File: src/rtl/lsu_pkg.sv
// Shared constants for the load/store unit: funct3 codes, FSM encoding and
// the access legality check used at request accept.
package lsu_pkg;

  localparam logic [2:0] F3_LB  = 3'b000;
  localparam logic [2:0] F3_LH  = 3'b001;
  localparam logic [2:0] F3_LW  = 3'b010;
  localparam logic [2:0] F3_LBU = 3'b100;
  localparam logic [2:0] F3_LHU = 3'b101;

  localparam logic [2:0] S_IDLE     = 3'd0;
  localparam logic [2:0] S_LOAD     = 3'd1;
  localparam logic [2:0] S_RMW_READ = 3'd2;
  localparam logic [2:0] S_WRITE    = 3'd3;
  localparam logic [2:0] S_RESP     = 3'd4;

  // Stores only have byte/half/word forms, so the unsigned load codes are illegal for them.
  function automatic logic access_err(input logic        we,
                                      input logic [2:0]  funct3,
                                      input logic [31:0] addr,
                                      input logic [31:0] last_addr);
    logic err;
    err = 1'b0;
    case (funct3)
      F3_LB:   err = 1'b0;
      F3_LH:   err = addr[0];
      F3_LW:   err = (addr[1:0] != 2'b00);
      F3_LBU:  err = we;
      F3_LHU:  err = we | addr[0];
      default: err = 1'b1;
    endcase
    if (addr > last_addr) err = 1'b1;
    return err;
  endfunction

endpackage

File: src/rtl/lsu_align.sv
// Load-data extension and sub-word store merge for the 4-byte RAM port.
// Byte at the access address sits in bits [7:0] of the RAM word.
module lsu_align
  import lsu_pkg::*;
(
  input  logic [2:0]  funct3,
  input  logic [31:0] mem_rdata,
  input  logic [31:0] wdata,
  output logic [31:0] load_data,
  output logic [31:0] store_word
);

  always_comb begin
    load_data = '0;
    case (funct3)
      F3_LB:   load_data = {{24{mem_rdata[7]}}, mem_rdata[7:0]};
      F3_LH:   load_data = {{16{mem_rdata[15]}}, mem_rdata[15:0]};
      F3_LW:   load_data = mem_rdata;
      F3_LBU:  load_data = {24'd0, mem_rdata[7:0]};
      F3_LHU:  load_data = {16'd0, mem_rdata[15:0]};
      default: load_data = '0;
    endcase
  end

  always_comb begin
    store_word = wdata;
    case (funct3[1:0])
      2'b00:   store_word = {mem_rdata[31:8], wdata[7:0]};
      2'b01:   store_word = {mem_rdata[31:16], wdata[15:0]};
      default: store_word = wdata;
    endcase
  end

endmodule

File: src/rtl/load_store_unit.sv
// Data-side bridge from the execute stage to the 16 KB RAM data port.
// state    | meaning
// IDLE     | ready for a request; decode and legality check on accept
// LOAD     | RAM read, extended data captured into resp_rdata
// RMW_READ | RAM read for SB/SH, merged word captured into wdata_q
// WRITE    | RAM write of wdata_q (full SW data or merged word)
// RESP     | one-cycle resp_valid pulse
module load_store_unit
  import lsu_pkg::*;
#(
  parameter int unsigned MEM_SIZE = 16384
) (
  input  logic        clk,
  input  logic        rst_n,
  input  logic        req_valid,
  output logic        req_ready,
  input  logic        req_we,
  input  logic [2:0]  req_funct3,
  input  logic [31:0] req_addr,
  input  logic [31:0] req_wdata,
  output logic        resp_valid,
  output logic [31:0] resp_rdata,
  output logic        resp_err,
  output logic [31:0] mem_addr,
  output logic        mem_read,
  output logic        mem_write,
  output logic [31:0] mem_wdata,
  input  logic [31:0] mem_rdata
);

  localparam logic [31:0] LAST_ADDR = 32'(MEM_SIZE - 4);

  logic [2:0]  state;
  logic [2:0]  f3_q;
  logic [31:0] addr_q;
  logic [31:0] wdata_q;
  logic [31:0] rdata_q;
  logic        err_q;
  logic        req_err;
  logic [31:0] load_data;
  logic [31:0] store_word;

  assign req_err = access_err(req_we, req_funct3, req_addr, LAST_ADDR);

  lsu_align u_align (
    .funct3     (f3_q),
    .mem_rdata  (mem_rdata),
    .wdata      (wdata_q),
    .load_data  (load_data),
    .store_word (store_word)
  );

  always_ff @(posedge clk or negedge rst_n) begin
    if (!rst_n) begin
      state   <= S_IDLE;
      f3_q    <= '0;
      addr_q  <= '0;
      wdata_q <= '0;
      rdata_q <= '0;
      err_q   <= 1'b0;
    end else begin
      case (state)
        S_IDLE: begin
          if (req_valid) begin
            f3_q    <= req_funct3;
            addr_q  <= req_addr;
            wdata_q <= req_wdata;
            rdata_q <= '0;
            err_q   <= req_err;
            if (req_err)                 state <= S_RESP;
            else if (!req_we)            state <= S_LOAD;
            else if (req_funct3 == F3_LW) state <= S_WRITE;
            else                         state <= S_RMW_READ;
          end
        end
        S_LOAD: begin
          rdata_q <= load_data;
          state   <= S_RESP;
        end
        S_RMW_READ: begin
          wdata_q <= store_word;
          state   <= S_WRITE;
        end
        S_WRITE: state <= S_RESP;
        S_RESP:  state <= S_IDLE;
        default: state <= S_IDLE;
      endcase
    end
  end

  // RAM strobes come straight from state so an async reset kills them at once.
  assign req_ready  = (state == S_IDLE);
  assign resp_valid = (state == S_RESP);
  assign resp_rdata = rdata_q;
  assign resp_err   = err_q;
  assign mem_read   = (state == S_LOAD) || (state == S_RMW_READ);
  assign mem_write  = (state == S_WRITE);
  assign mem_addr   = (mem_read || mem_write) ? addr_q : '0;
  assign mem_wdata  = mem_write ? wdata_q : '0;

endmodule
File: config.mk
export PLATFORM = sky130hd
export DESIGN_NAME = load_store_unit
export DESIGN_NICKNAME = d
export VERILOG_FILES = /design/src/rtl/lsu_pkg.sv /design/src/rtl/lsu_align.sv /design/src/rtl/load_store_unit.sv
export SDC_FILE = /design/constraint.sdc
export NUM_CORES = 1
export LEC_CHECK = 0
export ABC_AREA = 1
export BUFFER_PORTS_ARGS = -buffer_cell sky130_fd_sc_hd__buf_2
export CAP_MARGIN = 20
export CORE_UTILIZATION = 52
export DETAILED_ROUTE_END_ITERATION = 16
export MAX_ROUTING_LAYER = met4
export PLACE_DENSITY = 0.85
export SLEW_MARGIN = 25
export SYNTH_ARGS = -nofsm -noshare
export SYNTH_HDL_FRONTEND = slang
export SYNTH_SLANG_ARGS = --single-unit
File: constraint.sdc
create_clock -name clk -period 2.38 [get_ports clk]
set_input_delay 0.119 -clock clk [delete_from_list [all_inputs] [get_ports clk]]
set_output_delay 0.119 -clock clk [all_outputs]
set_load 0.05 [all_outputs]
Yosys cells after proc, flatten, opt, wreduce, memory -nomap -nowiden
Cells that the tools add are included.
Storage, ports and cells
  register bits after elaboration: 103
  latch bits: 0
  ROM bits: 0
  logic and storage cells: 58
  bits in writable memories: 0
  memories kept: 0
  input port bits: 103
Operators by class
  bitwise logic cells: 2
  $add $sub $neg: 0
  multiplexer cells: 15
  eq/ne operators: 17
  divide/modulo/power cells: 0
  $mul: 0
  magnitude comparators: 1
  reduce and logical (&&, ||, !) cells: 15
  shift operators: 0
Operator list (number)
  case mux 32 bit (2 select lines): 3
  case mux 32 bit (5 select lines): 1
  two-way mux 32 bit: 4
  greater-than comparator 32 x 14 -> 1 bit, second input constant: 1
  equality test 3 bit, second input constant: 5
  equality test 3 x 2 -> 1 bit, second input constant: 4
  equality test 3 x 1 -> 1 bit, second input constant: 3
  zero test 3 bit: 3
  case mux 3 bit (3 select lines): 1
  two-way mux 3 bit: 2
  AND reduction 3 bit: 2
  nonzero test 2 bit: 3
  case mux 1 bit (5 select lines): 1
  != test 2 bit, second input constant: 2
  AND reduction 2 bit: 2
  AND reduction 4 bit: 1
  != test 3 x 1 -> 1 bit, second input constant: 1
  equality test 2 x 1 -> 1 bit, second input constant: 1
  zero test 2 bit: 1
  logical OR 1 bit: 2
  two-way mux 1 bit: 2
  two-way mux 2 bit: 1
  != test 2 x 1 -> 1 bit, second input constant: 1
  OR reduction 2 bit: 1
  other kinds (2): 2

Longest topological paths before layout
Gate-level depths: netlist (run 1).
  depth after elaboration: 6
  depth in mapped cells: 9
  mapped depth without buffers: 8

Modules after synthesis
Synthesis (run 1) repeated with hierarchy kept, for this count alone.
Second synthesis, totals
  cell total of the unflattened synthesis: 806
  area, all modules: 5701.7 um^2
By module, submodules not included
  load_store_unit: cells an instance 641, instances 1, area each 4911.0 um^2
  lsu_align: cells an instance 165, instances 1, area each 790.8 um^2

Worst setup path after synthesis (run 1)
No wires, ideal clock.
  path kind: reg-to-output
  start: register state[2]
  end: output mem_wdata[10]
  cell stages (with the launch flop): 7
  data required time: 2.261 ns
  data arrival time: 2.348 ns
  slack: -0.087 ns
  cell sequence: dfrtp_1 -> inv_1 -> nand2_1 -> nor2_1 -> inv_1 -> buf_2 -> nor2_1
On the way
  word-level cells in the longest chain between the ends: 2
RTL lines
  start: declaration: line load_store_unit.sv:33  | logic [2:0] state;
  start signal: assignment: line load_store_unit.sv:55  | state <= S_IDLE;
  start signal: assignment: line load_store_unit.sv:70  | if (req_err) state <= S_RESP;
  start signal: assignment: line load_store_unit.sv:71  | else if (!req_we) state <= S_LOAD;
  equality test 3 x 2 -> 1 bit: line load_store_unit.sv:97  | assign mem_write = (state == S_WRITE);
  via mem_write: line load_store_unit.sv:26  | output logic mem_write,
  two-way mux 32 bit: line load_store_unit.sv:99  | assign mem_wdata = mem_write ? wdata_q : '0;
  end: declaration: line load_store_unit.sv:27  | output logic [31:0] mem_wdata,
The timed path passes the listed nets, and every way through them passes these cells.

Final worst setup path (run 1)
  start: register state[2]
  end: output mem_wdata[7]
On the way
  word-level cells in the longest chain between the ends: 2
RTL lines (line)
  equality test 3 x 2 -> 1 bit: load_store_unit.sv:97
  two-way mux 32 bit: load_store_unit.sv:99
Every way passes these cells.

==> run_results.csv, run 1 <==
group,metric,value,unit
global_routing,grt_max_degree,59,
global_routing,grt_pass1_vias,4670,
sta,relSlewSlack,60.1,%
setup_path,rr_startpoint,"state[0]",
route,wl,14.4,mm
cts,clockBufferDepth,2,
setup_path,cp_top_family,"buffers and inverters",
hold_path,min_path_type,"in2reg",
sta,skew,0.0118,ns
cts,numCtsBuffers,9,
synthesis,syn_area_per_cell,7.89,µm²
setup_path,critical_path_class,"reg2out",
flow_run,drv_cap,0,
synthesis,syn_area,4990,µm²
synthesis,yosys.area.top_type,"dfrtp_1",
run_status,status,"finished clean",
route,met1_length,6.26,mm
setup_path,endpoint_kind,"primary output",
setup_path,path_cells,"inv_1 > nand2_1 > nor2_4 > clkinvlp_4 > nor2_1 > buf_2",
power,power_density,826,nW/µm²
sta,period_needed,2.15,ns
setup_path,critPathSlowestCell,"dfrtp_1",
placed_design,io_buffers,203,
synthesis,synth_warnings,0,
route,antenna_left,0,
synthesis,yosysSeqAreaShare,51.6,%
cts,cts_sinks,103,
setup_path,regToRegSetupSlack,0.41,ns
sta,tightestPinTransition,0.599,ns
setup_path,r2r_cells,8,
global_routing,track_usage,29.7,%
synthesis,ys_seq_elements,103,
route,wl_met2,6.93,mm
sta,finalSetupViolCount,0,
setup_path,cp-endpoint,"mem_wdata[7]",
synthesis,synth_area_leaders,"dfrtp_1 (52%), nand2_1 (10%), nor2_1 (7.5%)",
setup_path,crit_buf_inv,3,
synthesis,syn_inst,633,
route,routed.top_layer,"met4",
global_routing,grt_antenna_before_repair,0,
cells_and_area,layout-drive-gt1-share,28.7,%
global_routing,overflow,0,
cts,clkTransAtPathRegs,0.09,ns
sta,hold_violations,0,
cts,ctsHtreeMaxLevel,3,
setup_path,cpPeakStageDelay,0.41,ns
setup_path,worstSetupStartpoint,"state[2]",
floorplan,initial_core_util,53.8,%
cells_and_area,synthToLayoutAreaGrowth,32.9,%
floorplan,die_area,10000,µm²
cells_and_area,utilization,71.5,%
global_routing,grt_pass1_wl,22.5,mm
placed_design,finalWeightedCongestion,0.836,
setup_path,timing.rr.end,"addr_q[17]",
route,routed-via-count,5089,
synthesis,syn_nets,736,
route,routedWlPerCell,14.6,µm
sta,rsz0062_at_grt,"no",
setup_path,required,2.26,ns
synthesis,yosysTopAreaCellShare,51.6,%
cells_and_area,nNetsFinal,960,
cts,cts_root_buf,"clkbuf_8",
route,first_iter_violations,328,
floorplan,core_area,9280,µm²
cts,clkLatencyLatePin,0.36,ns
sta,finalMaxSlewViolations,0,
setup_path,start_kind,"register",
placed_design,dp_hpwl,9.89,mm
route,dr.pass1.iters,5,
power,p_leak,3.68,nW
floorplan,num_rows,35,
route,drt-vias-per-instance,5.14,
setup_path,path_depth,6,
sta,fmax,466,MHz
setup_path,critPathArrivalTime,2.03,ns
floorplan,chipWidth,100,µm
setup_path,worstPathMaxFanout,16,
cts,cts_tree,"built",
route,routed-wl-met3,780,µm
floorplan,io-pin-count,204,
floorplan,die_h,100,µm
route,drc,0,
synthesis,ys_types,27,
cells_and_area,num_antenna_cells,0,
sta,finalSetupTns,0,ns
sta,period_share,90.2,%
power,max-vdd-ir-drop,0.444,mV
flip-flops by register name, indices dropped and copies added, names as in the netlist:
signal	count
resp_rdata	32
addr_q	32
resp_err	1
f3_q	3
wdata_q	32
state	3
where the power goes:
part / switching, mW / internal, mW
Sequential: 0.260 / 2.32
Combinational: 1.18 / 0.599
Clock: 0.595 / 0.521
worst min-delay path, stage by stage:
cell and delay [ns]:
buf_2 0.08, nand3_1 0.07, nand2_1 0.07
area by class of cell:
cell class	instances	area [µm²]
Inverter	81	308
Timing Repair inverter	1	7.51
Clock buffer	12	145
Fill cell	760	2650
Timing Repair Buffer	247	1460
Clock inverter	4	55.1
Multi-Input combinational cell	414	1920
Tap cell	129	161
Sequential cell	103	2580
Yosys cell counts (all sizes together):
master / count
nor2: 104
a21oi: 20
nand2: 139
buf: 27
nor3: 3
nand4: 2
a31oi: 16
o211ai: 8
dfrtp: 103
o21ai: 76
inv: 81
clkbuf: 8
or2: 2
nand3: 44
stage by stage:
| stage | total power, mW | area, µm² | instances | hold slack (ns) | setup WS [ns] |
|---|---|---|---|---|---|
| 2_1_floorplan | 3.87 | 5000 | 633 | -0.177 | 0.190 |
| 3_3_place_gp | 4.22 | 6050 | 937 | 0.159 | 0.476 |
| 3_5_place_dp | 4.32 | 6050 | 937 | 0.158 | 0.406 |
| 4_1_cts | 5.47 | 6590 | 987 | 0.000595 | 0.0692 |
| 5_1_grt | 5.87 | 6640 | 991 | 0.00372 | 0.129 |
| 6_report | 5.48 | 6640 | 991 | 0.00871 | 0.232 |
how the worst min path moves through the flow:
stage | end | depth (start not counted) | startpoint
after floorplan | addr_q[0] | 0 | rst_n
after CTS | addr_q[1] | 3 | req_addr[1]
after global placement | addr_q[24] | 1 | rst_n
final | resp_rdata[5] | 3 | mem_rdata[5]
after global routing | wdata_q[29] | 3 | req_wdata[29]
after detailed placement | addr_q[27] | 1 | rst_n
layout by cell type, fill, tap and decap left out, drive strengths merged:
master	count
a31oi	16
a21oi	20
nor3	3
o21ai	76
bufinv	1
buf	211
dlygate4sd3	36
nor2	104
o211ai	8
or2	2
inv	80
dfrtp	103
clkinvlp	3
nand4	2
clkbuf	12
clkinv	2
nand3	44
nand2	139
repair_timing:
item / CTS / global route
hold buffers: 34 / 2
setup buffers: 0 / 1
endpoints found under the hold margin: 78 / 2
setup endpoints to repair: 0 / 10
gates resized for setup: 0 / 4
per-layer routing:
layer | vias to the layer above | track usage, %
li1 | 2446 | -
met1 | 2385 | 39.7
met2 | 213 | 46.3
met3 | 45 | 3.97
met4 | 0 | 12.0
met5 | - | -
kinds of logic (layout without fill, tap and decap cells):
family | count (synthesis) | in the layout | synth area share (%)
simple gates | 294 | 294 | 24.9
compound gates | 120 | 120 | 13.4
buf+inv | 116 | 345 | 10.2
flops | 103 | 103 | 51.6
(Power assumes the default switching activity.)
==> run 2: changes to the inputs <==
CORE_ASPECT_RATIO = 1.2   (was unset)
==> run_results.csv, run 2 (synthesis results as in run 1) <==
group,metric,value,unit
cts,postCtsSetupBuffers,0,
floorplan,io-pin-count,204,
flow_run,drv_cap,0,
sta,period_share,86.2,%
route,routed-via-count,5174,
floorplan,die_area,10000,µm²
sta,finalSetupViolCount,0,
route,first_iter_violations,415,
placed_design,place_inst,929,
floorplan,num_rows,38,
power,p_leak,3.77,nW
global_routing,grt_max_degree,104,
power,max-vdd-ir-drop,0.479,mV
route,antenna_left,0,
route,drt-vias-per-instance,5.19,
placed_design,dp_hpwl,9.68,mm
global_routing,grt_pass1_wl,23.8,mm
sta,fmax,487,MHz
cells_and_area,nNetsFinal,974,
run_status,status,"finished clean",
route,wl,14.8,mm
cts,ctsHtreeMaxLevel,3,
hold_path,min_path_type,"in2reg",
placed_design,io_buffers,203,
cts,cts_tree,"built",
floorplan,initial_core_util,54.4,%
setup_path,worstPathMaxFanout,32,
cells_and_area,layout_common_cells,"buf_2 (202), nand2_1 (135), dfrtp_1 (103), nor2_1 (99), inv_1 (77)",
floorplan,die_h,109,µm
global_routing,track_usage,31.6,%
cells_and_area,num_antenna_cells,0,
global_routing,grt_antenna_before_repair,0,
global_routing,grt_pass1_vias,5063,
cells_and_area,final_common_cell,"buf_2",
route,dr.pass1.iters,5,
cts,cts_root_buf,"clkbuf_8",
cts,cts_sinks,103,
sta,rsz0062_at_grt,"no",
cells_and_area,synthToLayoutAreaGrowth,36.4,%
route,routedWlPerCell,14.9,µm
cts,numCtsBuffers,9,
floorplan,core_area,9180,µm²
global_routing,overflow,0,
sta,period_needed,2.05,ns
placed_design,finalWeightedCongestion,0.908,
setup_path,start_kind,"register",
sta,finalMaxSlewViolations,0,
route,drc,0,
setup_path,critPathArrivalTime,1.93,ns
sta,hold_violations,0,
cts,clockBufferDepth,2,
sta,finalSetupTns,0,ns
power,total_power,5.71,mW
cells_and_area,fin_cells,996,
sta,relSlewSlack,63.4,%
cells_and_area,layout-drive-gt1-share,28.1,%
floorplan,chipWidth,91.5,µm
power,power_density,838,nW/µm²
sta,skew,0.0115,ns
cells_and_area,utilization,74.2,%
setup_path,required,2.26,ns
cts,clkLatencyLatePin,0.37,ns
sta,tightestPinTransition,0.549,ns
cts,clkTransAtPathRegs,0.09,ns
setup_path,endpoint_kind,"primary output",
setup_path,critical_path_class,"reg2out",
==> run 2: cell count changes in the layout (fill, tap and decap cells not counted), moves of 2 or more <==
| cell | previous run | this run |
|---|---|---|
| dlygate4sd3_1 | 36 | 51 |
| clkinvlp_4 | 3 | 1 |
| clkbuf_1 | 2 | 0 |
| clkbuf_8 | 10 | 12 |
==> run 2: area by class of cell <==
class,instances,area [µm²]
sequential,103,2580
multi-input combinational,414,1910
timing repair buffer,262,1630
fill,692,2370
inverter,81,304
clock buffer,12,165
clock inverter,4,76.3
tap,120,150
==> run 2: critical path, stage by stage (launching register included) <==
cell and delay [ns]:
dfrtp_1 0.54, inv_1 0.14, nor2_2 0.14, inv_1 0.04
buf_4 0.22, nor2_1 0.19, buf_2 0.30
==> run 2: final timing paths <==
path                                from            to  slack [ns]  depth (start not counted)
max in group asynchronous          rst_n   wdata_q[11]        1.61                          3
hold reg to reg                 resp_err      resp_err        0.49                          2
setup / recovery                state[1]  mem_wdata[1]        0.33                          6
setup reg to reg                state[1]   wdata_q[10]        0.42                          5
min in group asynchronous          rst_n    addr_q[24]        0.34                          3
hold / removal             req_wdata[21]   wdata_q[21]        0.01                          3
==> run 2: power by group <==
| group | internal (mW) | switching (mW) | total [mW] | leakage (nW) |
|---|---|---|---|---|
| registers | 2.32 | 0.263 | 2.59 | 1.30 |
| clock network | 0.681 | 0.600 | 1.28 | 0.119 |
| logic | 0.628 | 1.21 | 1.84 | 2.35 |
| total | 3.63 | 2.07 | 5.71 | 3.77 |
==> run 2: stage by stage <==
stage	area (µm²)	hold slack (ns)	worst slack (ns)
CTS	6810	0.000528	0.337
global route	6810	0.0210	0.182
floorplan	5000	-0.177	0.190
finish	6810	0.0111	0.328
global placement	6060	0.218	0.510
detailed placement	6060	0.226	0.420
==> run 2: per-layer routing <==
| metal | GRT usage, % | share of wire (%) | up-vias | wire length, µm |
|---|---|---|---|---|
| li1 | - | - | 2478 | - |
| met1 | 40.0 | 41 | 2401 | 6120 |
| met2 | 51.0 | 50 | 251 | 7330 |
| met3 | 4.01 | 5.7 | 44 | 837 |
| met4 | 15.0 | 3.4 | 0 | 510 |
| met5 | - | 0 | - | 0 |
==> run 2: repair_timing <==
| action | 4_1_cts | 5_1_grt |
|---|---|---|
| hold buffers | 51 | 0 |
| gates resized for setup | 0 | 0 |
| endpoints found under the hold margin | 153 | 0 |
